[src/rtl/pc_sequencer.sv]
// Program-counter sequencer: boots for one cycle, then steps, branches or jumps
// each unstalled cycle until it halts or faults on a misaligned target.
module pc_sequencer #(
   parameter logic [31:0] RESET_PC = 32'h0000_0000
) (
   input  logic        clk,
   input  logic        rst,
   input  logic        stall,
   input  logic        br_taken,
   input  logic [15:0] L,
   input  logic        jr_taken,
   input  logic [31:0] jr_target,
   input  logic        halt,
   output logic [31:0] PC,
   output logic [31:0] link,
   output logic        fetch_valid,
   output logic        halted,
   output logic        fault,
   output logic [31:0] icount
);

   typedef enum logic [1:0] {BOOT, RUN, HALT, FAULT} state_t;

   state_t      state;
   logic [31:0] next_pc;
   logic [31:0] branch_pc;
   logic [31:0] seq_pc;

   assign seq_pc    = PC + 32'd4;
   assign branch_pc = PC + {{16{L[15]}}, L};
   assign link      = seq_pc;

   // Redirect priority below halt; halt itself is resolved in the state machine.
   always_comb begin
      next_pc = seq_pc;
      if (jr_taken)
         next_pc = jr_target;
      else if (br_taken)
         next_pc = branch_pc;
   end

   // Status flags are registered alongside the state so they never see inputs
   // combinationally; a misaligned target parks the PC at the issuing address.
   always_ff @(posedge clk or posedge rst) begin
      if (rst) begin
         state       <= BOOT;
         PC          <= RESET_PC;
         icount      <= 32'd0;
         fetch_valid <= 1'b0;
         halted      <= 1'b0;
         fault       <= 1'b0;
      end else begin
         case (state)
            BOOT: begin
               state       <= RUN;
               fetch_valid <= 1'b1;
            end
            RUN: begin
               if (!stall) begin
                  if (halt) begin
                     state       <= HALT;
                     fetch_valid <= 1'b0;
                     halted      <= 1'b1;
                  end else if (next_pc[1:0] != 2'b00) begin
                     state       <= FAULT;
                     fetch_valid <= 1'b0;
                     fault       <= 1'b1;
                  end else begin
                     PC     <= next_pc;
                     icount <= icount + 32'd1;
                  end
               end
            end
            HALT:    state <= HALT;
            FAULT:   state <= FAULT;
            default: state <= FAULT;
         endcase
      end
   end

endmodule
[config.mk]
export PLATFORM = sky130hd
export DESIGN_NAME = pc_sequencer
export DESIGN_NICKNAME = d
export VERILOG_FILES = /design/src/rtl/pc_sequencer.sv
export SDC_FILE = /design/constraint.sdc
export NUM_CORES = 1
export LEC_CHECK = 0
export CORE_ASPECT_RATIO = 0.7
export CORE_UTILIZATION = 53
export CTS_CLUSTER_DIAMETER = 200
export DETAILED_ROUTE_END_ITERATION = 8
export GPL_TIMING_DRIVEN = 0
export PLACE_DENSITY = 0.93
export RECOVER_POWER = 50
export SETUP_SLACK_MARGIN = 0.15
export SLEW_MARGIN = 10
export SYNTH_ARGS = -nofsm -noshare
export SYNTH_HDL_FRONTEND = slang
export SYNTH_SLANG_ARGS = --single-unit
[constraint.sdc]
create_clock -name clk -period 8.8 [get_ports clk]
set_input_delay 0.88 -clock clk [delete_from_list [all_inputs] [get_ports clk]]
set_output_delay 0.88 -clock clk [all_outputs]
set_load 0.05 [all_outputs]
=== Yosys cells after proc, flatten, opt, wreduce, memory -nomap -nowiden ===
Cells that the tools add are included.

* Flip-flop bits (word level): 69
* Bits in latches: 0
* RAM bits: 0
* Bits in read-only memories: 0
* Output and inout port bits: 99
* Memories: 0

* Add/sub/neg operators: 3
* $mul: 0
* Divide/modulo/power cells: 0
* $lt $le $gt $ge: 0
* Equality and inequality tests: 5
* Shifts and indexed selects: 0
* Muxes and demuxes: 10
* Bitwise operators: 3
* Reduce and logical (&&, ||, !) cells: 8

{| class="wikitable"
|+ Operators with widths
! kind !! number
|-
| 32-bit 2-to-1 mux || 2
|-
| 32-bit by 1-bit adder with 32-bit output (second input constant) || 1
|-
| 32-bit by 3-bit adder with 32-bit output (second input constant) || 1
|-
| 32-bit adder || 1
|-
| 2-bit case mux with 4 select lines || 1
|-
| 4-bit AND reduction || 2
|-
| 2-bit 2-to-1 mux || 3
|-
| 3-bit AND reduction || 2
|-
| 2-bit equality test (second input constant) || 2
|-
| 2-bit nonzero test || 2
|-
| 1-bit 2-to-1 mux || 3
|-
| 3-bit != test (second input constant) || 1
|-
| 1-bit NOT || 3
|-
| 2-bit by 1-bit equality test with 1-bit output (second input constant) || 1
|-
| 2-bit zero test || 1
|-
| 2-bit != test (second input constant) || 1
|-
| 1-bit case mux with 2 select lines || 1
|-
| 2-bit AND reduction || 1
|}

=== Logic depth before layout (Yosys ltp) ===
Gate-level depths: netlist (run 1).

* Depth after elaboration: 8
* Mapped depth: 12
* Depth with buffers taken out: 10

=== Least setup slack after synthesis (run 1) ===
Ideal clock, no wire load.

* Kind: register to output
* From: register PC[2]
* To: output link[28]
* Data arrival time: 2.696 ns
* Required time: 7.920 ns
* Slack: 5.224 ns
* Stages on the path, launching flop included: 7
* Path through: dfrtp_1 ha_1 and4_1 nand3_1 nor3_1 nand4_1 xnor2_1

* Cells in the longest elaborated chain, start to end: 1

{| class="wikitable"
|+ RTL lines
! element !! line !! source
|-
| start, declared || 14 || <nowiki>output logic [31:0] PC,</nowiki>
|-
| start signal, assigned || 69 || <nowiki>PC <= next_pc;</nowiki>
|-
| 32-bit by 3-bit adder with 32-bit output || 29 || <nowiki>assign seq_pc = PC + 32'd4;</nowiki>
|-
| end, declared || 15 || <nowiki>output logic [31:0] link,</nowiki>
|}

Every way passes these cells.

=== Worst setup path in the final report (run 1) ===
Ends and elaborated chain as after synthesis.

==> summary.md, run 1 <==
| Metric | Value |
|---|---|
| DR vias/cell | 6.57 |
| Gates resized, CTS repair | 0 |
| Latest clock arrival within the worst-skew pair | 340 ps |
| # hold bufs at CTS | 0 |
| RD Place Congestion | 0.961 |
| Clock transition at path regs | 60 ps |
| Fraction of layout cells with a size suffix above 1 | 0.0593 |
| Min-Delay Path Class | reg -> reg |
| Maximum VDD drop | 95.0 uV |
| DRT Pass-1 Iters | 5 |
| H-tree depth | 3 |
| Worst path max stage delay | 860 ps |
| Async SR Flop Fraction | 1.00 |
| Design Power | 1.29 mW |
| Worst setup SP type | flop |
| Vias in the first global route | 5,989 |
| Total die area | 11,000 um2 |
| Crit-path leading delay family | simple AND/OR/NAND/NOR gates |
| Clock buffer depth | 2 |
| Leak | 3.36 nW |
| Post-synth EDFFs | 0 |
| Residual DRC | 0 |
| Reg2Reg Setup Slack | 5380 ps |
| Final worst path period share | 0.512 |
| Crit path from | PC[2]$_DFFE_PP0P_ |
| Starting Density | 0.561 |
| Cells after synthesis | 657 |
| TNS Setup | 0 ps |
| Most frequent cells in the layout | clkdlybuf4s50_1, dfrtp_1, nand2_1, nor2_1, xnor2_1 |
| Maxcap violations | 1 |
| Largest net degree at the start of global routing | 48 |
| Number of distinct library cells after synthesis | 69 |
| Status | finished, violations left |
| Die Span X | 125 um |
| Pre-CTS WS | 4590 ps |
| Initial antenna violation count | 0 |
| RSZ-0062 raised after global routing | false |
| Setup bufs post-CTS | 0 |
| CP Max Fanout | 8 |
| Yosys reg bits | 69 |
| CP bufs+invs | 1 |
| Clock Sinks | 69 |
| Reg2reg path depth | 10 |
| Critical path type | reg -> out |
| Drt wl/cell | 21.3 um |
| Average size of a mapped cell | 8.49 um2 |
| Detail Placement HPWL | 15,100 um |
| TritonCTS clock tree | yes |
| Syn nets | 745 |
| FMAX | 222 MHz |
| Post-route cell area | 7600 um2 |
| Worst r2r src | PC[0]$_DFFE_PP0P_ |
| Final setup fails | 0 |
| Vias | 6,270 |
| Cts bufs inserted | 9 |
| Diodes inserted | 0 |
| Violated checks | max-capacitance violations, max-slew violations |
| IO Pins | 153 |
| Final Skew | 6.39 ps |
| Crit path depth | 7 |
| Final setup margin | 4300 ps |
| Final core occ | 0.764 |
| Fin nets | 909 |
| Dpl cell area | 7290 um2 |
| Die height | 87.9 um |
| Routed Antenna Nets | 0 |
| Count of final max-slew check failures | 48 |
| GRT Overall Usage | 0.372 |
| Final worst path period need | 4500 ps |
| Post-Syn Area | 5580 um2 |
| Crit path required time | 7920 ps |
| Synth warn | 0 |
| Worst Max-Slew Pin Slew | 2640 ps |
| Worst Setup EP | link[28] |
| # rows | 30 |
| Sequential fraction of the synthesis area | 0.309 |
| PwrDens | 170 nW/um2 |
| Fin. Hold Viols | 0 |
| Cell Chain, Critical Path | ha_1, and4_1, nand3_1, nor3_1, nand4_1, xnor2_1, clkdlybuf4s50_1 |
| Max_slew headroom | -0.760 |
| Critical path arrival | 3620 ps |
| Slowest cell on crit path | clkdlybuf4s50_1 |
| Predominant post-synthesis flop cell | dfrtp_1 |
| Critical Path End Type | output pin |
| Initial DRC count | 702 |
| First-pass GRT wire length | 31,500 um |
| R2R Path End | icount[30]$_DFFE_PP0P_ |
| Total Wirelength | 20,300 um |
| Root buffer cell | clkbuf_16 |
| Grt ovf | 0 |
| Area growth, synth to finish | 36.2% |
| Core area | 9950 um2 |
| Port Buffers | 152 |
| Commonest non-fill, non-tap cell in the layout | clkdlybuf4s50_1 |
-- cell usage after synthesis, types with 3 or more instances --
cell type	instances	area, um2
a211oi_1	7	52.6
a21o_1	15	113
a21oi_1	50	250
a221oi_1	7	61.3
a31o_2	4	35.0
a31oi_1	6	37.5
and2_1	3	18.8
and3_1	11	68.8
and4_1	6	52.6
buf_2	7	35.0
clkbuf_1	18	67.6
dfrtp_1	69	1730
ha_1	33	413
inv_1	14	52.6
mux2i_1	4	40.0
nand2_1	56	210
nand2b_1	6	37.5
nand3_1	37	185
nand4_1	25	156
nor2_1	56	210
nor2b_1	5	31.3
nor3_1	14	70.1
o211ai_1	4	30.0
o21ai_0	35	175
o21bai_1	7	52.6
o221ai_1	5	43.8
o22ai_1	14	87.6
o31ai_1	3	22.5
or3_1	6	37.5
xnor2_1	55	482
xor2_1	28	245
-- state kept, by name (all words and copies together) (netlist names) --
| signal | flops |
|---|---|
| PC | 32 |
| icount | 32 |
| state | 2 |
| fault | 1 |
| fetch_valid | 1 |
| halted | 1 |
-- area by class of cell --
type / instances / area [um2]
buffer: 30 / 138
clock buffer: 9 / 225
clock inverter: 7 / 106
fill: 696 / 2350
inverter: 14 / 53.8
multi-input combinational: 544 / 3660
sequential: 69 / 1730
tap: 128 / 160
timing repair buffer: 153 / 1530
-- report_power, final --
part	internal, mW	switching [mW]
clock network	0.253	0.157
registers	0.338	0.0399
logic	0.182	0.321
-- metrics by stage --
stage,hold WS (ps),instances
6_report,480,954
5_1_grt,502,954
4_1_cts,485,954
3_5_place_dp,471,938
3_3_place_gp,455,937
2_1_floorplan,501,657
-- routing by layer --
metal,GRT usage,wire [um],up-vias
met2,0.588,8970,456
met4,0.145,480,0
met5,0,0,-
met3,0.112,2570,57
met1,0.484,8310,3001
li1,-,-,2756
-- worst min path at each step --
stage	cells after the start	slack, ps	to	start
finish	1	480	halted$_DFFE_PP0P_	halted$_DFFE_PP0P_
global route	1	500	halted$_DFFE_PP0P_	halted$_DFFE_PP0P_
CTS	1	490	fault$_DFFE_PP0P_	fault$_DFFE_PP0P_
detailed placement	1	470	fault$_DFFE_PP0P_	fault$_DFFE_PP0P_
global placement	1	450	halted$_DFFE_PP0P_	halted$_DFFE_PP0P_
floorplan	1	500	state[0]$_DFFE_PP0P_	state[0]$_DFFE_PP0P_
-- cell families after synthesis --
group | after synthesis | synth area share
AND/OR/NAND/NOR | 238 | 0.218
AO/OA/AOI/OAI | 183 | 0.220
XOR/XNOR | 83 | 0.130
flip-flops | 69 | 0.309
buffers and inverters | 44 | 0.0341
adder cells (fa/ha/maj) | 34 | 0.0776
multiplexers | 6 | 0.0112
Power figures use the tool's default switching activity.
==> run 2, diff against run 1 <==
--- a/config.mk
+++ b/config.mk
@@ -6,11 +6,11 @@
 export NUM_CORES = 1
 export LEC_CHECK = 0
 export CORE_ASPECT_RATIO = 0.7
-export CORE_UTILIZATION = 53
+export CORE_UTILIZATION = 45
 export CTS_CLUSTER_DIAMETER = 200
 export DETAILED_ROUTE_END_ITERATION = 8
 export GPL_TIMING_DRIVEN = 0
-export PLACE_DENSITY = 0.93
+export PLACE_DENSITY = 0.84
 export RECOVER_POWER = 50
 export SETUP_SLACK_MARGIN = 0.15
 export SLEW_MARGIN = 10
==> constraint.sdc (replaced) <==
create_clock -name clk -period 3.7 [get_ports clk]
set_input_delay 0.37 -clock clk [delete_from_list [all_inputs] [get_ports clk]]
set_output_delay 0.37 -clock clk [all_outputs]
set_load 0.05 [all_outputs]
==> run 2 against run 1 <==
The run now ends clean. Power increased by 140%. Setup slack got worse by 4100 ps. Non-clock buffer count unchanged. First-iteration DRC count decreased by 18%. Sequential power increased by 140%. Global-route usage decreased by 8.3 points. Critical path type unchanged. Largest power group unchanged.
==> summary.md, run 2 (synthesis results as in run 1) <==
| Metric | Value |
|---|---|
| TNS Setup | 0 ps (unchanged) |
| Slowest cell on crit path | clkdlybuf4s50_1 |
| Worst Max-Slew Pin Slew | 1440 ps (-1200 ps) |
| Clock transition at path regs | 60 ps (about the same) |
| Final setup fails | 0 (unchanged) |
| Total Wirelength | 18,400 um (-9.5%) |
| R2R Path End | PC[26]$_DFFE_PP0P_ |
| FMAX | 287 MHz |
| # rows | 33 (+10%) |
| Internal power | 1.83 mW (+140%) |
| Port Buffers | 152 (unchanged) |
| Final core occ | 0.643 (-0.121) |
| Core area | 11,900 um2 (+20%) |
| P_sw | 1.20 mW (+130%) |
| Fin. Hold Viols | 0 (unchanged) |
| Vias in the first global route | 5,221 (-13%) |
| Critical Path End Type | output pin |
| Total die area | 12,900 um2 (+17%) |
| Clock buffer depth | 2 (unchanged) |
| Crit path depth | 5 (-2) |
| Hold path cells | 1 (unchanged) |
| Reg2Reg Setup Slack | 380 ps (-5000 ps) |
| Final non-filler cell total | 983 (+3.0%) |
| Most frequent cells in the layout | clkdlybuf4s50_1, dfrtp_1, nand2_1, xnor2_1, nor2_1 |
| Fraction of layout cells with a size suffix above 1 | 0.0654 (+0.00605) |
| Routed Antenna Nets | 0 (unchanged) |
| CP Max Fanout | 9 (+1) |
| Latest clock arrival within the worst-skew pair | 350 ps (about the same) |
| Worst path max stage delay | 860 ps (about the same) |
| Worst r2r src | PC[0]$_DFFE_PP0P_ |
| Starting Density | 0.469 (-0.0917) |
| Final worst path period need | 3480 ps |
| Drt wl/cell | 18.7 um (-12%) |
| Sw Ratio | 0.397 (-0.00454) |
| Final setup margin | 222 ps (-4080 ps) |
| Gate power share | 0.385 (-0.005) |
| Maxcap violations | 0 (-1) |
| Largest net degree at the start of global routing | 57 (+19%) |
| Detail Placement HPWL | 13,900 um (-8.0%) |
| Pre-CTS WS | 15.8 ps (-4570 ps) |
| CP bufs+invs | 1 (unchanged) |
| Sequential power share | 0.295 (+0.002) |
| Area growth, synth to finish | 37.0% |
| Grt ovf | 0 (unchanged) |
| Die Span X | 135 um (+8.4%) |
| Hold Path Origin | fault$_DFFE_PP0P_ |
| Initial antenna violation count | 0 (unchanged) |
| Fin nets | 909 (unchanged) |
| Cell Chain, Critical Path | and4_1, nand4b_2, nor3_2, xor2_1, clkdlybuf4s50_1 |
| Final worst path period share | 0.940 |
| Critical path type | reg -> out |
| Diodes inserted | 0 (unchanged) |
| Worst setup SP type | flop |
| Cts bufs inserted | 9 (unchanged) |
| Crit-path leading delay family | simple AND/OR/NAND/NOR gates |
| H-tree depth | 3 (unchanged) |
| Setup bufs post-CTS | 0 (unchanged) |
| Root buffer cell | clkbuf_16 |
| RD Place Congestion | 0.985 (+2.4%) |
| Residual DRC | 0 (unchanged) |
| Biggest regs | PC (32), icount (32), state (2) |
| RSZ-0062 raised after global routing | false |
| TritonCTS clock tree | yes |
| Critical path arrival | 3110 ps (-510 ps) |
| Initial DRC count | 573 (-18%) |
| DR vias/cell | 6.07 (-7.6%) |
| Min-Delay Path Class | reg -> reg |
| Status | finished, final reports clean |
| Max_slew headroom | 0.0397 (+0.799) |
| Reg2reg path depth | 10 (unchanged) |
| Leak | 3.39 nW (+0.89%) |
| Maximum VDD drop | 221 uV (+130%) |
| Clock Sinks | 69 (unchanged) |
| First-pass GRT wire length | 28,200 um (-10%) |
| IO Pins | 153 (unchanged) |
| Placed instance count | 967 (+3.1%) |
| Die height | 95.2 um (+8.3%) |
| # hold bufs at CTS | 0 (unchanged) |
| Commonest non-fill, non-tap cell in the layout | clkdlybuf4s50_1 |
| Hold EP | fault$_DFFE_PP0P_ |
| Clock power frac | 0.320 (+0.002) |
| GRT Overall Usage | 0.288 (-0.0834) |
| Final Skew | 5.44 ps (-0.950 ps) |
| Count of final max-slew check failures | 0 (-100%) |
| Vias | 5,968 (-4.8%) |
| DRT Pass-1 Iters | 5 (unchanged) |
| PwrDens | 397 nW/um2 (+130%) |
| Crit path required time | 3330 ps (-4590 ps) |
## run 2: cell count changes in the layout (fill, tap and decap cells not counted), sizes merged
cell | previous run | this run
clkbuf | 29 | 30
clkdlybuf4s15 | 0 | 1
dlymetal6s2s | 0 | 4
clkinv | 2 | 1
dlygate4sd2 | 0 | 2
clkdlybuf4s50 | 103 | 95
inv | 16 | 17
## run 2: final cells by class
class,count,area [um2]
plain buffers,30,138
clock buffers,9,225
clock inverters,7,104
fillers,993,4250
inverters,14,53.8
multi-input cells,544,3670
flip-flops and latches,69,1730
well taps,157,196
repair buffers,153,1530
## run 2: power by group through the flow
stage | clock (mW) | combinational [mW] | sequential (mW)
finish | 0.969 | 1.17 | 0.895
global placement | 0 | 1.15 | 0.905
detailed placement | 0 | 1.16 | 0.906
global route | 1.01 | 1.24 | 0.904
floorplan | 0 | 0.639 | 1.05
CTS | 0.976 | 1.17 | 0.893
## run 2: per-layer routing
layer,vias to the layer above,global-route usage,routed length (um)
met5,-,0,0
li1,2771,-,-
met2,349,0.419,7750
met1,2815,0.428,8290
met3,33,0.0542,2040
met4,0,0.0871,326
## run 2: timing repair
item / CTS / global route
setup endpoints to repair: 4 / 12
gates cloned: 0 / 0
gates resized for setup: 4 / 10
## run 2: worst max-delay path by stage
| stage | endpoint | from | slack, ps |
|---|---|---|---|
| 6_report | link[25] | PC[7]$_DFFE_PP0P_ | 220 |
| 5_1_grt | link[25] | PC[7]$_DFFE_PP0P_ | 150 |
| 4_1_cts | link[31] | PC[7]$_DFFE_PP0P_ | 160 |
| 3_5_place_dp | PC[30]$_DFFE_PP0P_ | L[0] | 20 |
| 3_3_place_gp | PC[30]$_DFFE_PP0P_ | L[0] | 10 |
| 2_1_floorplan | PC[30]$_DFFE_PP0P_ | PC[2]$_DFFE_PP0P_ | 400 |
## run 2: through the flow
step	hold slack, ps	area, um2	power [mW]
after floorplan	474	5580	1.69
after global placement	454	7300	2.06
after detailed placement	448	7330	2.07
after CTS	293	7650	3.04
after global routing	486	7650	3.16
final	459	7650	3.03
